===== src/rtl/lsu_pkg.sv =====
// -----------------------------------------------------------------------------
// lsu_pkg -- shared definitions for the mem_lsu load/store unit.
//   * aluop_i operation codes (LB/LBU/LH/LHU/LW/SB/SH/SW/LL/SC)
//   * FSM state encoding and access-size encoding
//   * legal data-bus widths
//   * lsu_decode(): turns an op code into a small control struct
// No ports (package).
// -----------------------------------------------------------------------------
package lsu_pkg;

  // Operation codes carried on aluop_i
  localparam logic [7:0] OP_LB  = 8'h20;
  localparam logic [7:0] OP_LH  = 8'h21;
  localparam logic [7:0] OP_LW  = 8'h23;
  localparam logic [7:0] OP_LBU = 8'h24;
  localparam logic [7:0] OP_LHU = 8'h25;
  localparam logic [7:0] OP_SB  = 8'h28;
  localparam logic [7:0] OP_SH  = 8'h29;
  localparam logic [7:0] OP_SW  = 8'h2B;
  localparam logic [7:0] OP_LL  = 8'h30;
  localparam logic [7:0] OP_SC  = 8'h38;

  // Only these data-bus widths are supported
  localparam int DW_32 = 32;
  localparam int DW_64 = 64;

  typedef enum logic [1:0] {
    ST_IDLE = 2'd0,
    ST_REQ  = 2'd1,
    ST_DONE = 2'd2
  } lsu_state_e;

  // Access size; the encoding is log2 of the byte count
  typedef enum logic [1:0] {
    SZ_BYTE = 2'd0,
    SZ_HALF = 2'd1,
    SZ_WORD = 2'd2
  } lsu_size_e;

  typedef struct packed {
    logic      known;  // recognised op code
    logic      store;  // write access (SB/SH/SW/SC)
    logic      sext;   // sign-extend load result
    logic      ll;     // load-linked
    logic      sc;     // store-conditional
    lsu_size_e size;
  } lsu_dec_t;

  function automatic lsu_dec_t lsu_decode(input logic [7:0] op);
    lsu_dec_t d;
    d.known = 1'b1;
    d.store = 1'b0;
    d.sext  = 1'b0;
    d.ll    = 1'b0;
    d.sc    = 1'b0;
    d.size  = SZ_WORD;
    case (op)
      OP_LB:   begin d.sext = 1'b1; d.size = SZ_BYTE; end
      OP_LBU:  d.size = SZ_BYTE;
      OP_LH:   begin d.sext = 1'b1; d.size = SZ_HALF; end
      OP_LHU:  d.size = SZ_HALF;
      OP_LW:   d.size = SZ_WORD;
      OP_SB:   begin d.store = 1'b1; d.size = SZ_BYTE; end
      OP_SH:   begin d.store = 1'b1; d.size = SZ_HALF; end
      OP_SW:   d.store = 1'b1;
      OP_LL:   d.ll = 1'b1;
      OP_SC:   begin d.store = 1'b1; d.sc = 1'b1; end
      default: d.known = 1'b0;
    endcase
    return d;
  endfunction

endpackage


===== src/rtl/mem_lane_align.sv =====
// -----------------------------------------------------------------------------
// mem_lane_align -- purely combinational big-endian lane steering.
// Store side: byte-lane select for the addressed bytes and replication of the
// byte/half/word across the whole bus. Load side: pick the addressed bytes out
// of the read bus and sign- or zero-extend them to 32 bits.
// Lane NB-1 (the MSB byte) holds the lowest byte address.
// Ports:
//   st_size_i, st_off_i, st_data_i  store access size, byte offset, source data
//   sel_o, wdata_o                  lane select / replicated write data
//   ld_size_i, ld_sext_i, ld_off_i  load access size, sign flag, byte offset
//   rdata_i, ld_data_o              raw read bus / extended load result
// -----------------------------------------------------------------------------
module mem_lane_align
  import lsu_pkg::*;
#(
  parameter int DW = 32
) (
  input  lsu_size_e                 st_size_i,
  input  logic [$clog2(DW/8)-1:0]   st_off_i,
  input  logic [31:0]               st_data_i,
  output logic [DW/8-1:0]           sel_o,
  output logic [DW-1:0]             wdata_o,
  input  lsu_size_e                 ld_size_i,
  input  logic                      ld_sext_i,
  input  logic [$clog2(DW/8)-1:0]   ld_off_i,
  input  logic [DW-1:0]             rdata_i,
  output logic [31:0]               ld_data_o
);
  localparam int NB = DW / 8;
  localparam int OW = $clog2(NB);
  localparam logic [OW+1:0] NB_W = NB[OW+1:0];

  // Two spare bits so offset + size never wraps
  logic [OW+1:0] st_nb;
  logic [OW+1:0] st_off_w;
  logic [OW+1:0] ld_nb;
  logic [OW+1:0] ld_shift;
  logic [31:0]   ld_word;

  assign st_nb    = {{(OW+1){1'b0}}, 1'b1} << st_size_i;
  assign st_off_w = {2'b00, st_off_i};

  // Lane gi carries byte offset NB-1-gi; select it when inside the access
  for (genvar gi = 0; gi < NB; gi++) begin : g_sel
    localparam int LANE_OFF = NB - 1 - gi;
    assign sel_o[gi] = (LANE_OFF >= int'(st_off_w)) &&
                       (LANE_OFF < int'(st_off_w) + int'(st_nb));
  end

  always_comb begin
    case (st_size_i)
      SZ_BYTE: wdata_o = {NB{st_data_i[7:0]}};
      SZ_HALF: wdata_o = {(NB/2){st_data_i[15:0]}};
      default: wdata_o = {(NB/4){st_data_i}};
    endcase
  end

  // Shift the addressed bytes down to bit 0: the access ends at lane
  // NB - size - offset counted from the LSB lane.
  assign ld_nb    = {{(OW+1){1'b0}}, 1'b1} << ld_size_i;
  assign ld_shift = NB_W - ld_nb - {2'b00, ld_off_i};
  assign ld_word  = 32'(rdata_i >> {ld_shift, 3'b000});

  always_comb begin
    case (ld_size_i)
      SZ_BYTE: ld_data_o = {{24{ld_sext_i & ld_word[7]}}, ld_word[7:0]};
      SZ_HALF: ld_data_o = {{16{ld_sext_i & ld_word[15]}}, ld_word[15:0]};
      default: ld_data_o = ld_word;
    endcase
  end

endmodule


===== src/rtl/mem_lsu.sv =====
// -----------------------------------------------------------------------------
// mem_lsu -- single-outstanding load/store unit with a request/ack memory bus.
// FSM IDLE -> REQ -> DONE -> IDLE. Misaligned ops and failed SC skip REQ.
// A 16-bit wait counter aborts the bus cycle after TIMEOUT cycles without ack.
// Optional feature macro: MEM_LSU_LLSC_EN enables LL/SC and the link bit;
// without it LL/SC are ignored like any unknown op and llbit_o is 0.
// Ports:
//   clk, rst                      clock, asynchronous active-high reset
//   op_valid_i, aluop_i, addr_i, wdata_i   request from the pipeline
//   bus_req_o, bus_we_o, bus_addr_o, bus_sel_o, bus_wdata_o,
//   bus_rdata_i, bus_ack_i        memory bus
//   stall_req_o                   pipeline stall while the access is open
//   res_valid_o, res_data_o, err_o        one-cycle result
//   llbit_o                       current link bit
// -----------------------------------------------------------------------------
module mem_lsu
  import lsu_pkg::*;
#(
  parameter int DW      = 32,
  parameter int AW      = 32,
  parameter int TIMEOUT = 255
) (
  input  logic            clk,
  input  logic            rst,
  input  logic            op_valid_i,
  input  logic [7:0]      aluop_i,
  input  logic [AW-1:0]   addr_i,
  input  logic [31:0]     wdata_i,
  output logic            bus_req_o,
  output logic            bus_we_o,
  output logic [AW-1:0]   bus_addr_o,
  output logic [DW/8-1:0] bus_sel_o,
  output logic [DW-1:0]   bus_wdata_o,
  input  logic [DW-1:0]   bus_rdata_i,
  input  logic            bus_ack_i,
  output logic            stall_req_o,
  output logic            res_valid_o,
  output logic [31:0]     res_data_o,
  output logic            err_o,
  output logic            llbit_o
);
  localparam int NB = DW / 8;
  localparam int OW = $clog2(NB);
  localparam logic [15:0] TIMEOUT_W = 16'(TIMEOUT);

  lsu_state_e      state_q, state_d;
  logic            bus_req_q, bus_req_d;
  logic            we_q, we_d;
  logic [AW-1:0]   addr_q, addr_d;
  logic [NB-1:0]   sel_q, sel_d;
  logic [DW-1:0]   wdata_q, wdata_d;
  lsu_size_e       size_q, size_d;
  logic            sext_q, sext_d;
  logic            ll_q, ll_d;
  logic            sc_q, sc_d;
  logic [15:0]     cnt_q, cnt_d;
  logic            res_valid_q, res_valid_d;
  logic [31:0]     res_data_q, res_data_d;
  logic            err_q, err_d;
  logic            llbit_q, llbit_d;

  lsu_dec_t        dec;
  logic            op_known;
  logic            misaligned;
  logic            accept;
  logic [NB-1:0]   sel_new;
  logic [DW-1:0]   wdata_new;
  logic [31:0]     ld_data;
  logic [15:0]     cnt_inc;

  assign dec = lsu_decode(aluop_i);

`ifdef MEM_LSU_LLSC_EN
  assign op_known = dec.known;
  assign llbit_o  = llbit_q;
`else
  assign op_known = dec.known & ~dec.ll & ~dec.sc;
  assign llbit_o  = 1'b0;
`endif

  assign misaligned = ((dec.size == SZ_HALF) && addr_i[0]) ||
                      ((dec.size == SZ_WORD) && (addr_i[1:0] != 2'b00));
  assign accept     = op_valid_i && (state_q == ST_IDLE) && op_known;
  assign cnt_inc    = cnt_q + 16'd1;

  // Store steering uses the incoming request; load extraction uses the
  // registered access so it lines up with the ack cycle.
  mem_lane_align #(.DW(DW)) u_align (
    .st_size_i (dec.size),
    .st_off_i  (addr_i[OW-1:0]),
    .st_data_i (wdata_i),
    .sel_o     (sel_new),
    .wdata_o   (wdata_new),
    .ld_size_i (size_q),
    .ld_sext_i (sext_q),
    .ld_off_i  (addr_q[OW-1:0]),
    .rdata_i   (bus_rdata_i),
    .ld_data_o (ld_data)
  );

  always_comb begin
    state_d     = state_q;
    bus_req_d   = bus_req_q;
    we_d        = we_q;
    addr_d      = addr_q;
    sel_d       = sel_q;
    wdata_d     = wdata_q;
    size_d      = size_q;
    sext_d      = sext_q;
    ll_d        = ll_q;
    sc_d        = sc_q;
    cnt_d       = cnt_q;
    llbit_d     = llbit_q;
    // Result fields live for exactly the one DONE cycle
    res_valid_d = 1'b0;
    res_data_d  = '0;
    err_d       = 1'b0;
    case (state_q)
      ST_IDLE: begin
        if (accept) begin
          if (misaligned) begin
            state_d     = ST_DONE;
            res_valid_d = 1'b1;
            err_d       = 1'b1;
          end else if (dec.sc && !llbit_q) begin
            // Lost reservation: no bus cycle, result 0
            state_d     = ST_DONE;
            res_valid_d = 1'b1;
          end else begin
            state_d   = ST_REQ;
            bus_req_d = 1'b1;
            we_d      = dec.store;
            addr_d    = addr_i;
            sel_d     = sel_new;
            wdata_d   = wdata_new;
            size_d    = dec.size;
            sext_d    = dec.sext;
            ll_d      = dec.ll;
            sc_d      = dec.sc;
            cnt_d     = '0;
          end
        end
      end
      ST_REQ: begin
        // Ack is checked first so it wins over a coinciding timeout
        if (bus_ack_i) begin
          state_d     = ST_DONE;
          bus_req_d   = 1'b0;
          we_d        = 1'b0;
          res_valid_d = 1'b1;
          res_data_d  = we_q ? {31'b0, sc_q} : ld_data;
          if (ll_q) llbit_d = 1'b1;
          if (sc_q) llbit_d = 1'b0;
        end else if (cnt_inc >= TIMEOUT_W) begin
          state_d     = ST_DONE;
          bus_req_d   = 1'b0;
          we_d        = 1'b0;
          res_valid_d = 1'b1;
          err_d       = 1'b1;
          cnt_d       = cnt_inc;
          if (sc_q) llbit_d = 1'b0;
        end else begin
          cnt_d = cnt_inc;
        end
      end
      ST_DONE: state_d = ST_IDLE;
      default: state_d = ST_IDLE;
    endcase
  end

  always_ff @(posedge clk or posedge rst) begin
    if (rst) begin
      state_q     <= ST_IDLE;
      bus_req_q   <= 1'b0;
      we_q        <= 1'b0;
      addr_q      <= '0;
      sel_q       <= '0;
      wdata_q     <= '0;
      size_q      <= SZ_BYTE;
      sext_q      <= 1'b0;
      ll_q        <= 1'b0;
      sc_q        <= 1'b0;
      cnt_q       <= '0;
      res_valid_q <= 1'b0;
      res_data_q  <= '0;
      err_q       <= 1'b0;
      llbit_q     <= 1'b0;
    end else begin
      state_q     <= state_d;
      bus_req_q   <= bus_req_d;
      we_q        <= we_d;
      addr_q      <= addr_d;
      sel_q       <= sel_d;
      wdata_q     <= wdata_d;
      size_q      <= size_d;
      sext_q      <= sext_d;
      ll_q        <= ll_d;
      sc_q        <= sc_d;
      cnt_q       <= cnt_d;
      res_valid_q <= res_valid_d;
      res_data_q  <= res_data_d;
      err_q       <= err_d;
      llbit_q     <= llbit_d;
    end
  end

  assign stall_req_o = accept || (state_q == ST_REQ);
  assign bus_req_o   = bus_req_q;
  assign bus_we_o    = we_q;
  assign bus_addr_o  = addr_q;
  assign bus_sel_o   = bus_req_q ? sel_q : '0;
  assign bus_wdata_o = wdata_q;
  assign res_valid_o = res_valid_q;
  assign res_data_o  = res_data_q;
  assign err_o       = err_q;

endmodule


===== config.mk =====
export PLATFORM = sky130hd
export DESIGN_NAME = mem_lsu
export DESIGN_NICKNAME = d
export VERILOG_FILES = /design/src/rtl/lsu_pkg.sv /design/src/rtl/mem_lane_align.sv /design/src/rtl/mem_lsu.sv
export SDC_FILE = /design/constraint.sdc
export NUM_CORES = 1
export LEC_CHECK = 0
export BUFFER_PORTS_ARGS = -buffer_cell sky130_fd_sc_hd__buf_4
export CAP_MARGIN = 10
export CORE_ASPECT_RATIO = 0.5
export CORE_UTILIZATION = 46
export CTS_CLUSTER_DIAMETER = 40
export DETAILED_ROUTE_END_ITERATION = 7
export GPL_ROUTABILITY_DRIVEN = 1
export GPL_TIMING_DRIVEN = 1
export PLACE_DENSITY = 0.77
export SYNTH_ARGS = -nofsm -noshare
export SYNTH_HDL_FRONTEND = slang
export SYNTH_SLANG_ARGS = --single-unit

===== constraint.sdc =====
create_clock -name clk -period 3.7 [get_ports clk]
set_input_delay 0.555 -clock clk [delete_from_list [all_inputs] [get_ports clk]]
set_output_delay 0.555 -clock clk [all_outputs]
set_load 0.02 [all_outputs]

==> summary.txt, run 1 <==
Clock tree
  • CTS tree: done
  • Clk sinks: 128
  • CTS H-tree lvls: 4
  • CTS Buf Count: 17
  • Clk Latency, worst-skew pair: 0.41 ns
  • CTS hold repair buffers: 0
  • Post-CTS Resized: 0
  • Setup Buffers After CTS: 0
  • Buffer depth of the longest clock path: 2
  • Root Driver: clkbuf_16
  • Clock-pin slew on the worst setup and hold paths: 0.07 ns

Critical path
  • CP Max Fanout: 16
  • Capturing point of the worst reg2reg path: res_data_o[23]
  • Setup CP Type: flip-flop to flip-flop
  • CP Launch Point: size_q[1]
  • Critical Path Slowest Stage Cell: or4_1
  • Worst reg2reg setup slack: 0.63 ns
  • R2R cell count: 9
  • CP endpoint: res_data_o[23]
  • Worst Setup End Kind: flip-flop
  • Req. time, crit path: 4.03 ns
  • Endpoint arrival time on the critical path: 3.40 ns
  • Startpoint class of the critical path: flip-flop
  • CP Cell Sequence: nor2_1 > inv_1 > ha_1 > ha_1 > fa_1 > xor2_1 > or4_1 > a21o_1 > a21oi_1
  • CP max stage delay: 0.54 ns
  • RR Startpoint: size_q[1]
  • Crit-path most repeated cell: ha_1

Pwr
  • Pwr Density: 474 nW/um^2
  • Power, Total: 4.11 mW
  • Sequential share of power: 37.5%
  • Leakage: 4.45 nW
  • Clock share of power: 44.1%
  • Logic pwr share: 18.4%
  • P_int: 2.99 mW
  • Max IR drop VDD: 0.000259 V
  • Switch share: 27.4%
  • NetSw: 1.13 mW

Finish
  • Final Util: 67.0%
  • Area Growth Syn to Fin: 38.6%
  • Ant. Diodes: 0
  • Share of layout cells above drive strength 1: 37.8%
  • Fin nets: 928

Logic synthesis
  • Synth Flop Type: dfrtp_1
  • Yosys reg bits: 128
  • Syn_nets: 723
  • Register area share after synthesis: 51.1%
  • Mapped Area: 6270 um^2
  • Avg Inst Size Synth: 10.3 um^2
  • Post-synth EDFFs: 0
  • Yosys warnings: 0
  • Synth Instances: 607
  • Unique masters post-synth: 56
  • Async set-reset flop share out of synthesis: 100%

Timing
  • Setup TNS Final: 0 ns
  • Hold slack: 0.344 ns
  • Final Hold Fails: 0
  • Fmax achieved: 326 MHz
  • RSZ-0062 raised after global routing: false
  • Final Max Slew Viols: 0
  • Skew final: 0.0119 ns
  • Worst slew margin: 51.7%
  • Final setup viols: 0
  • Post-route minimum period: 3.07 ns
  • Worst-Margin Slew: 0.725 ns
  • Crit share post-route: 82.9%

Place
  • DP HPWL: 11.8 mm
  • IO Port Bufs: 212
  • Final Wtd Congestion: 0.878

Detailed routing
  • Detail-routed via count per cell: 5.45
  • Remaining routing DRC violations: 0
  • WL/cell: 16.9 um
  • DRT iter0 DRCs: 265
  • Post-DRT Antenna Nets: 0
  • Via count: 5424
  • Pre-antenna DRT Iters: 5
  • Final wirelength: 16.9 mm

Floorplan
  • I/O pin total: 214
  • DIE AREA: 14100 um^2
  • Die X: 167 um
  • Initial core utilization: 48.4%
  • Die span in y: 84.5 um
  • CORE AREA: 13000 um^2
  • # rows: 29

Run status
  • Status: finished, final reports clean

Worst hold path
  • Hold/Removal Path Class: primary input to asynchronous set/reset pin

Job
  • Max-Cap Viols: 0

GRT
  • Initial antenna violation count: 0
  • Total Routing Usage GR: 24.5%
  • First-pass GRT wire length: 27.3 mm
  • Largest net degree at the start of global routing: 129
  • Grt ovf: 0
  • Vias in the first global route: 5481
==> metrics by stage <==
stage                     area, um^2  std cells  setup slack (ns)
after floorplan                 6270        607             0.592
after global routing            8680        995             0.417
after global placement          8040        963             0.430
after CTS                       8680        995             0.684
after detailed placement        8040        963             0.355
final                           8680        995             0.634
==> critical path, delay by kind of cell (launching register included) <==
kind / cells / cell delay [ns]
flops: 1 / 0.49
buf+inv: 1 / 0.09
xor+xnor: 1 / 0.21
simple gates: 2 / 0.78
fa+ha+maj: 3 / 0.82
compound gates: 2 / 0.61
==> area by class of cell <==
cell class / instances / area (um^2)
flip-flops and latches: 128 / 3200
repair buffers: 227 / 1730
clock inverters: 14 / 201
multi-input cells: 425 / 2850
clock buffers: 18 / 439
fillers: 981 / 4270
inverters: 13 / 52.6
well taps: 170 / 213
==> layer usage <==
metal	track usage [%]	up-vias	share of wire, %
li1	-	2575	-
met1	31.5	2645	43
met2	40.6	173	49
met3	5.99	31	5.5
met4	8.59	0	1.9
met5	0	-	0
==> Yosys cell counts, drive strengths merged (2+ instances only) <==
cell type	count	share of area (%)
dfrtp	128	51
nand2	71	4.3
o21ai	56	4.5
mux2	47	8.4
a21oi	35	2.8
clkbuf	32	1.9
mux2i	32	5.1
nor2	23	1.4
nand3	21	1.8
nor3	16	1.3
a31oi	14	1.4
and3	12	1.2
inv	12	0.72
xnor2	11	1.5
a221oi	9	1.3
buf	9	0.88
and2	8	0.80
ha	6	1.2
nor2b	6	0.60
nand2b	5	0.50
nand4	5	0.50
a21o	4	0.48
nor4	4	0.50
o31ai	4	0.48
or2	3	0.30
or3	3	0.30
a21bo	2	0.32
a22oi	2	0.24
a31o	2	0.28
a41oi	2	0.28
fa	2	0.64
nor4b	2	0.52
or4	2	0.24
xor2	2	0.28
==> power by group through the flow <==
stage / combinational [mW] / sequential [mW] / clock (mW)
6_report: 0.755 / 1.54 / 1.82
4_1_cts: 0.755 / 1.54 / 1.84
3_5_place_dp: 0.748 / 1.57 / 0
5_1_grt: 0.816 / 1.55 / 1.90
3_3_place_gp: 0.733 / 1.56 / 0
2_1_floorplan: 0.348 / 1.64 / 0
==> cell usage in the layout, fill, tap and decap left out, drive strengths merged, types with 4 or more instances in the layout <==
| cell type | instances |
|---|---|
| mux2i | 32 |
| inv | 17 |
| dfrtp | 128 |
| nand3 | 21 |
| nand2 | 71 |
| nor2b | 6 |
| a31oi | 14 |
| and3 | 12 |
| nor3 | 16 |
| bufinv | 4 |
| a221oi | 9 |
| o31ai | 4 |
| o21ai | 56 |
| nand4 | 5 |
| xnor2 | 11 |
| ha | 6 |
| mux2 | 47 |
| nor4 | 4 |
| buf | 227 |
| and2 | 8 |
| nand2b | 5 |
| a21oi | 35 |
| clkbuf | 18 |
| a21o | 4 |
| nor2 | 23 |
==> flip-flops by register name, indices dropped and copies added, names as in the netlist, 2 cells and up <==
signal and flops:
size_q 2, state_q 2, res_data_o 32, bus_wdata_o 32, cnt_q 16, bus_addr_o 32
sel_q 4
==> how the worst min path moves through the flow <==
stage                                  to  slack (ns)       startpoint
after floorplan                  sel_q[3]        0.44         sel_q[3]
after global placement           sel_q[3]        0.46         sel_q[3]
after detailed placement  bus_wdata_o[14]        0.47  bus_wdata_o[14]
after CTS                  bus_addr_o[30]        0.35       addr_i[30]
after global routing       bus_addr_o[27]        0.35       addr_i[27]
final                            cnt_q[8]        0.34              rst
==> cells by family after synthesis <==
logic type | share of synthesized area [%]
compound gates | 13.4
xor+xnor | 1.82
fa+ha+maj | 1.84
buf+inv | 3.57
flops | 51.1
mux | 13.6
other cells | 0.0598
simple gates | 14.7
Power figures use the tool's default switching activity.
==> inputs of run 2 (changes only) <==
--- a/config.mk
+++ b/config.mk
@@ -5,6 +5,7 @@
 export SDC_FILE = /design/constraint.sdc
 export NUM_CORES = 1
 export LEC_CHECK = 0
+export ABC_AREA = 1
 export BUFFER_PORTS_ARGS = -buffer_cell sky130_fd_sc_hd__buf_4
 export CAP_MARGIN = 10
 export CORE_ASPECT_RATIO = 0.5
==> constraint.sdc (replaced) <==
create_clock -name clk -period 2.81 [get_ports clk]
set_input_delay 0.4215 -clock clk [delete_from_list [all_inputs] [get_ports clk]]
set_output_delay 0.4215 -clock clk [all_outputs]
set_load 0.02 [all_outputs]
==> summary.txt, run 2 <==
Finish
  • Commonest non-fill, non-tap cell in the layout: nand2_1
  • Commonest cells after routing, fill and taps aside: 279 x nand2_1, 233 x buf_4, 127 x dfrtp_1
  • Area Growth Syn to Fin: 38.2%
  • Ant. Diodes: 0
  • Post-Layout Cell Count: 1262
  • Fin nets: 1174
  • Share of layout cells above drive strength 1: 29.6%
  • Fillers: 1123

GRT
  • Vias in the first global route: 6084
  • Met2 usage: 41.2%
  • M3 GR Usage: 5.54%
  • Met1 Usage GRT: 33.4%
  • Largest net degree at the start of global routing: 129
  • First-pass GRT wire length: 29.2 mm
  • GR peak layer: met2
  • Grt ovf: 0
  • Initial antenna violation count: 0
  • Total Routing Usage GR: 25.4%

Timing
  • Skew final: 0.00828 ns
  • Final setup viols: 0
  • Worst-Margin Slew: 0.862 ns
  • Setup ws final: 0.106 ns
  • Final Max Slew Viols: 0
  • Worst slew margin: 42.3%
  • Post-route minimum period: 2.70 ns
  • Setup TNS Final: 0 ns
  • RSZ-0062 raised after global routing: true
  • Final Hold Fails: 0
  • Crit share post-route: 96.2%
  • Fmax achieved: 370 MHz

Logic synthesis
  • Largest area contributor in the netlist: dfrtp_1
  • Avg Inst Size Synth: 7.75 um^2
  • Yosys reg bits: 128
  • Mapped Area: 6510 um^2
  • Yosys warnings: 0
  • Async set-reset flop share out of synthesis: 100%
  • Unique masters post-synth: 41
  • Post-synth EDFFs: 0
  • Synth Flop Type: dfrtp_1
  • Register area share after synthesis: 49.2%
  • Synth area leaders: dfrtp_1 49%, nand2_1 16%, nand3_1 5.1%
  • Top cells by count, synth: 279 x nand2_1, 128 x dfrtp_1, 77 x nor2_1
  • Synth Instances: 840
  • Most common cell in the netlist: nand2_1
  • Syn_nets: 956
  • Post-synth top area share: 49.2%

Clock tree
  • Clk Latency, worst-skew pair: 0.41 ns
  • CTS Buf Count: 17
  • Clk sinks: 128
  • CTS hold repair buffers: 0
  • Root Driver: clkbuf_16
  • Clock-pin slew on the worst setup and hold paths: 0.06 ns
  • Buffer depth of the longest clock path: 2
  • CTS tree: done
  • CTS H-tree lvls: 4

Critical path
  • Worst reg2reg setup slack: 0.11 ns
  • Req. time, crit path: 3.15 ns
  • RR Startpoint: size_q[0]
  • CP Max Fanout: 8
  • Worst Setup End Kind: flip-flop
  • R2R cell count: 16
  • Capturing point of the worst reg2reg path: res_data_o[31]
  • Critical Path Slowest Stage Cell: fa_2
  • Bufs and invs on worst path: 3
  • CP max stage delay: 0.53 ns
  • CP delay by family, top: simple AND/OR/NAND/NOR gates
  • Endpoint arrival time on the critical path: 3.05 ns
  • Startpoint class of the critical path: flip-flop
  • CP Cell Sequence: nor2_2 > inv_1 > ha_2 > ha_4 > fa_2 > nor2_8 > inv_6 > nor2_2 > o21ai_1 > o21ai_1 > nand2_1 > nor2_1 > inv_2 > nand3_4 > nand2_8 > nor2_4
  • Setup CP Type: flip-flop to flip-flop

Worst hold path
  • HP Start: addr_i[13]
  • Worst hold stages: 3
  • Hold/Removal Path Class: primary input to flip-flop
  • Hold EP: bus_addr_o[13]

Pwr
  • Leakage: 4.86 nW
  • Power, Total: 5.37 mW
  • Max IR drop VDD: 0.000361 V
  • Pwr Density: 597 nW/um^2

Job
  • Max-Cap Viols: 0

Detailed routing
  • DRT iter0 DRCs: 503
  • WL/cell: 14.6 um
  • Detail-routed via count per cell: 5.11
  • Remaining routing DRC violations: 0
  • Pre-antenna DRT Iters: 6
  • Final wirelength: 18.4 mm
  • Via count: 6449
  • Post-DRT Antenna Nets: 0

Floorplan
  • DIE AREA: 14700 um^2
  • Initial core utilization: 47.6%
  • CORE AREA: 13700 um^2
  • I/O pin total: 214
  • # rows: 30
  • Die span in y: 86.1 um
  • Die X: 170 um

Place
  • Placed Cells: 1226
  • DP HPWL: 12.9 mm
  • IO Port Bufs: 212
  • Final Wtd Congestion: 0.890
  • Dpl ws: 0.0434 ns

Run status
  • Status: finished, final reports clean
==> run 2: where the power goes <==
part	switching (mW)	internal [mW]
clock	0.803	1.34
sequential	0.103	1.98
combinational	0.686	0.458
==> run 2: logic make-up after synthesis <==
| logic type | synth area share (%) |
|---|---|
| adders and majority gates | 1.77 |
| DFF | 49.2 |
| xor gates and xnor gates | 0.269 |
| AOI/OAI and AO/OA | 10.3 |
| other | 0.0576 |
| and+or+nand+nor | 30.5 |
| buffers and inverters | 7.71 |
| muxes | 0.154 |
==> run 2: stage by stage <==
step / util (%) / hold slack [ns] / instance area [um^2]
CTS: 64.7 / 0.192 / 8840
finish: 65.9 / 0.200 / 9000
global placement: 60.5 / 0.463 / 8270
detailed placement: 60.5 / 0.466 / 8270
floorplan: - / 0.449 / 6510
global route: 65.9 / 0.196 / 9000
==> run 2: how the worst max path moves through the flow <==
stage	slack (ns)	from	cells past startpoint	endpoint
floorplan	0.10	size_q[1]	17	res_data_o[27]
global placement	0.15	size_q[1]	16	res_data_o[18]
detailed placement	0.04	size_q[1]	16	res_data_o[20]
CTS	0.02	size_q[1]	16	res_data_o[16]
global route	-0.03	size_q[0]	16	res_data_o[18]
finish	0.11	size_q[0]	16	res_data_o[31]
==> run 2: routing by layer <==
metal | up-vias | share of wire (%) | routed length, um
li1 | 3122 | - | -
met1 | 3065 | 44 | 8020
met2 | 218 | 48 | 8880
met3 | 44 | 6.1 | 1120
met4 | 0 | 1.9 | 341
met5 | - | 0 | 0
==> run 2: area by class of cell <==
class	instances	area, um^2	area share, %
repair buffers	234	1770	19.7
well taps	192	240	2.67
clock buffers	20	457	5.08
flip-flops and latches	128	3200	35.6
clock inverters	11	115	1.28
multi-input cells	604	2920	32.5
inverters	73	288	3.20
==> run 2: repair_timing <==
action | CTS | global route
gates resized for setup | 0 | 27
endpoints found under the setup margin | 0 | 25
buffers inserted | 0 | 4
==> run 2: tightest hold or removal path: stages <==
cell and delay [ns]:
buf_4 0.08, nand2_1 0.04, nand2_1 0.04
==> inputs of run 3 (changes only) <==
--- a/config.mk
+++ b/config.mk
@@ -9,12 +9,13 @@
 export BUFFER_PORTS_ARGS = -buffer_cell sky130_fd_sc_hd__buf_4
 export CAP_MARGIN = 10
 export CORE_ASPECT_RATIO = 0.5
-export CORE_UTILIZATION = 46
+export CORE_UTILIZATION = 48
+export CTS_BUF_LIST = sky130_fd_sc_hd__clkbuf_2
 export CTS_CLUSTER_DIAMETER = 40
 export DETAILED_ROUTE_END_ITERATION = 7
 export GPL_ROUTABILITY_DRIVEN = 1
 export GPL_TIMING_DRIVEN = 1
-export PLACE_DENSITY = 0.77
+export PLACE_DENSITY = 0.79
 export SYNTH_ARGS = -nofsm -noshare
 export SYNTH_HDL_FRONTEND = slang
 export SYNTH_SLANG_ARGS = --single-unit
==> summary.txt, run 3 (synthesis results as in run 2) <==
Run status
  • Status: finished, final reports clean

GRT
  • Grt ovf: 0
  • Initial antenna violation count: 0
  • Largest net degree at the start of global routing: 50
  • First-pass GRT wire length: 32.2 mm
  • Vias in the first global route: 6726
  • Total Routing Usage GR: 28.8%

Detailed routing
  • Final wirelength: 19.5 mm
  • WL/cell: 14.9 um
  • Post-DRT Antenna Nets: 0
  • Pre-antenna DRT Iters: 5
  • Detail-routed via count per cell: 5.22
  • Remaining routing DRC violations: 0
  • Via count: 6822
  • DRT iter0 DRCs: 541

Critical path
  • CP Cell Sequence: inv_2 > nor2_2 > xnor2_1 > ha_2 > fa_2 > nor2_8 > inv_4 > nor2_1 > o21ai_1 > o21ai_1 > nand2_1 > nor2_2 > inv_2 > nand3_4 > nand2_8 > nor2_4
  • RR Startpoint: size_q[0]
  • CP Max Fanout: 8
  • Setup CP Type: flip-flop to flip-flop
  • Endpoint arrival time on the critical path: 3.44 ns
  • CP delay by family, top: simple AND/OR/NAND/NOR gates
  • Capturing point of the worst reg2reg path: res_data_o[23]
  • Req. time, crit path: 3.48 ns
  • Worst reg2reg setup slack: 0.03 ns
  • Bufs and invs on worst path: 3
  • R2R cell count: 16
  • CP max stage delay: 0.51 ns
  • Startpoint class of the critical path: flip-flop
  • Critical Path Slowest Stage Cell: fa_2
  • Worst Setup End Kind: flip-flop

Finish
  • Post-Layout Cell Count: 1306
  • Commonest non-fill, non-tap cell in the layout: nand2_1
  • Area Growth Syn to Fin: 41.9%
  • Fin nets: 1239
  • Ant. Diodes: 0
  • Fillers: 984
  • Share of layout cells above drive strength 1: 28.0%
  • Commonest cells after routing, fill and taps aside: 279 x nand2_1, 233 x buf_4, 126 x dfrtp_1

Place
  • DP HPWL: 13.0 mm
  • IO Port Bufs: 212
  • Final Wtd Congestion: 0.961
  • Placed Cells: 1204

Timing
  • Worst-Margin Slew: 0.845 ns
  • Final Max Slew Viols: 0
  • Final Hold Fails: 0
  • Hold slack: 0.0358 ns
  • Skew final: 0.0499 ns
  • Post-route minimum period: 2.78 ns
  • Worst slew margin: 43.5%
  • Crit share post-route: 98.8%
  • Final setup viols: 0
  • Fmax achieved: 360 MHz

Floorplan
  • Die X: 167 um
  • # rows: 29
  • Initial core utilization: 50.3%
  • I/O pin total: 214
  • DIE AREA: 14100 um^2
  • Die span in y: 84.4 um
  • CORE AREA: 13000 um^2

Clock tree
  • Buffer depth of the longest clock path: 2
  • Clk Latency, worst-skew pair: 0.75 ns
  • Clk sinks: 128
  • CTS Buf Count: 17
  • Root Driver: clkbuf_2
  • CTS H-tree lvls: 4
  • CTS tree: done
  • Clock-pin slew on the worst setup and hold paths: 0.20 ns

Worst hold path
  • Worst hold stages: 3
  • HP Start: wdata_i[2]
  • Hold EP: bus_wdata_o[2]
  • Hold/Removal Path Class: primary input to flip-flop

Pwr
  • Leakage: 4.99 nW
  • Max IR drop VDD: 0.000247 V
  • Pwr Density: 481 nW/um^2

Job
  • Max-Cap Viols: 0
==> run 3: repair_timing <==
item	in CTS	in global routing
hold buffers	64	0
setup buffers	0	5
gates resized for setup	0	21
endpoints found under the hold margin	96	0
endpoints found under the setup margin	0	28
==> run 3: worst max path at each step <==
stage / from / end / slack [ns] / cells past startpoint
after floorplan: size_q[1] / res_data_o[27] / 0.10 / 17
after global placement: size_q[1] / res_data_o[17] / 0.11 / 16
after detailed placement: size_q[1] / res_data_o[18] / 0.009 / 16
after CTS: size_q[1] / res_data_o[18] / 0.003 / 16
after global routing: size_q[0] / res_data_o[23] / -0.05 / 16
final: size_q[0] / res_data_o[23] / 0.03 / 16
==> run 3: final cells by class <==
class / count / area, um^2 / area share [%]
clock buffer: 18 / 90.1 / 0.975
inverter: 73 / 285 / 3.09
timing repair buffer: 299 / 2430 / 26.3
tap: 170 / 213 / 2.30
multi-input combinational: 604 / 2880 / 31.2
sequential: 128 / 3210 / 34.7
clock inverter: 14 / 134 / 1.45
==> run 3: worst min-delay path, cell delays in order <==
cell and delay, ns:
buf_4 0.10, inv_1 0.09, o21ai_0 0.10
==> run 3: per-layer routing <==
metal  track usage [%]  part of all wire [%]
met5                 0                     0
met4              13.2                   3.1
met3              6.13                   7.2
met2              48.2                    49
met1              36.2                    41
==> run 3: stage by stage <==
| step | setup TNS (ns) | area (um^2) | total power [mW] | setup slack, ns | util, % |
|---|---|---|---|---|---|
| final | 0 | 9240 | 4.44 | 0.0338 | 71.3 |
| after global routing | -0.513 | 9240 | 4.68 | -0.0545 | 71.3 |
| after CTS | 0 | 9120 | 4.39 | 0.00344 | 70.4 |
| after detailed placement | 0 | 8260 | 3.21 | 0.00906 | 63.7 |
| after global placement | 0 | 8260 | 3.18 | 0.109 | 63.7 |
| after floorplan | 0 | 6510 | 2.77 | 0.102 | - |
==> run 3: power breakdown <==
part           internal, mW  switching, mW
Combinational         0.511          0.708
Clock                 0.338          0.798
Sequential             1.98          0.105
Total                  2.83           1.61
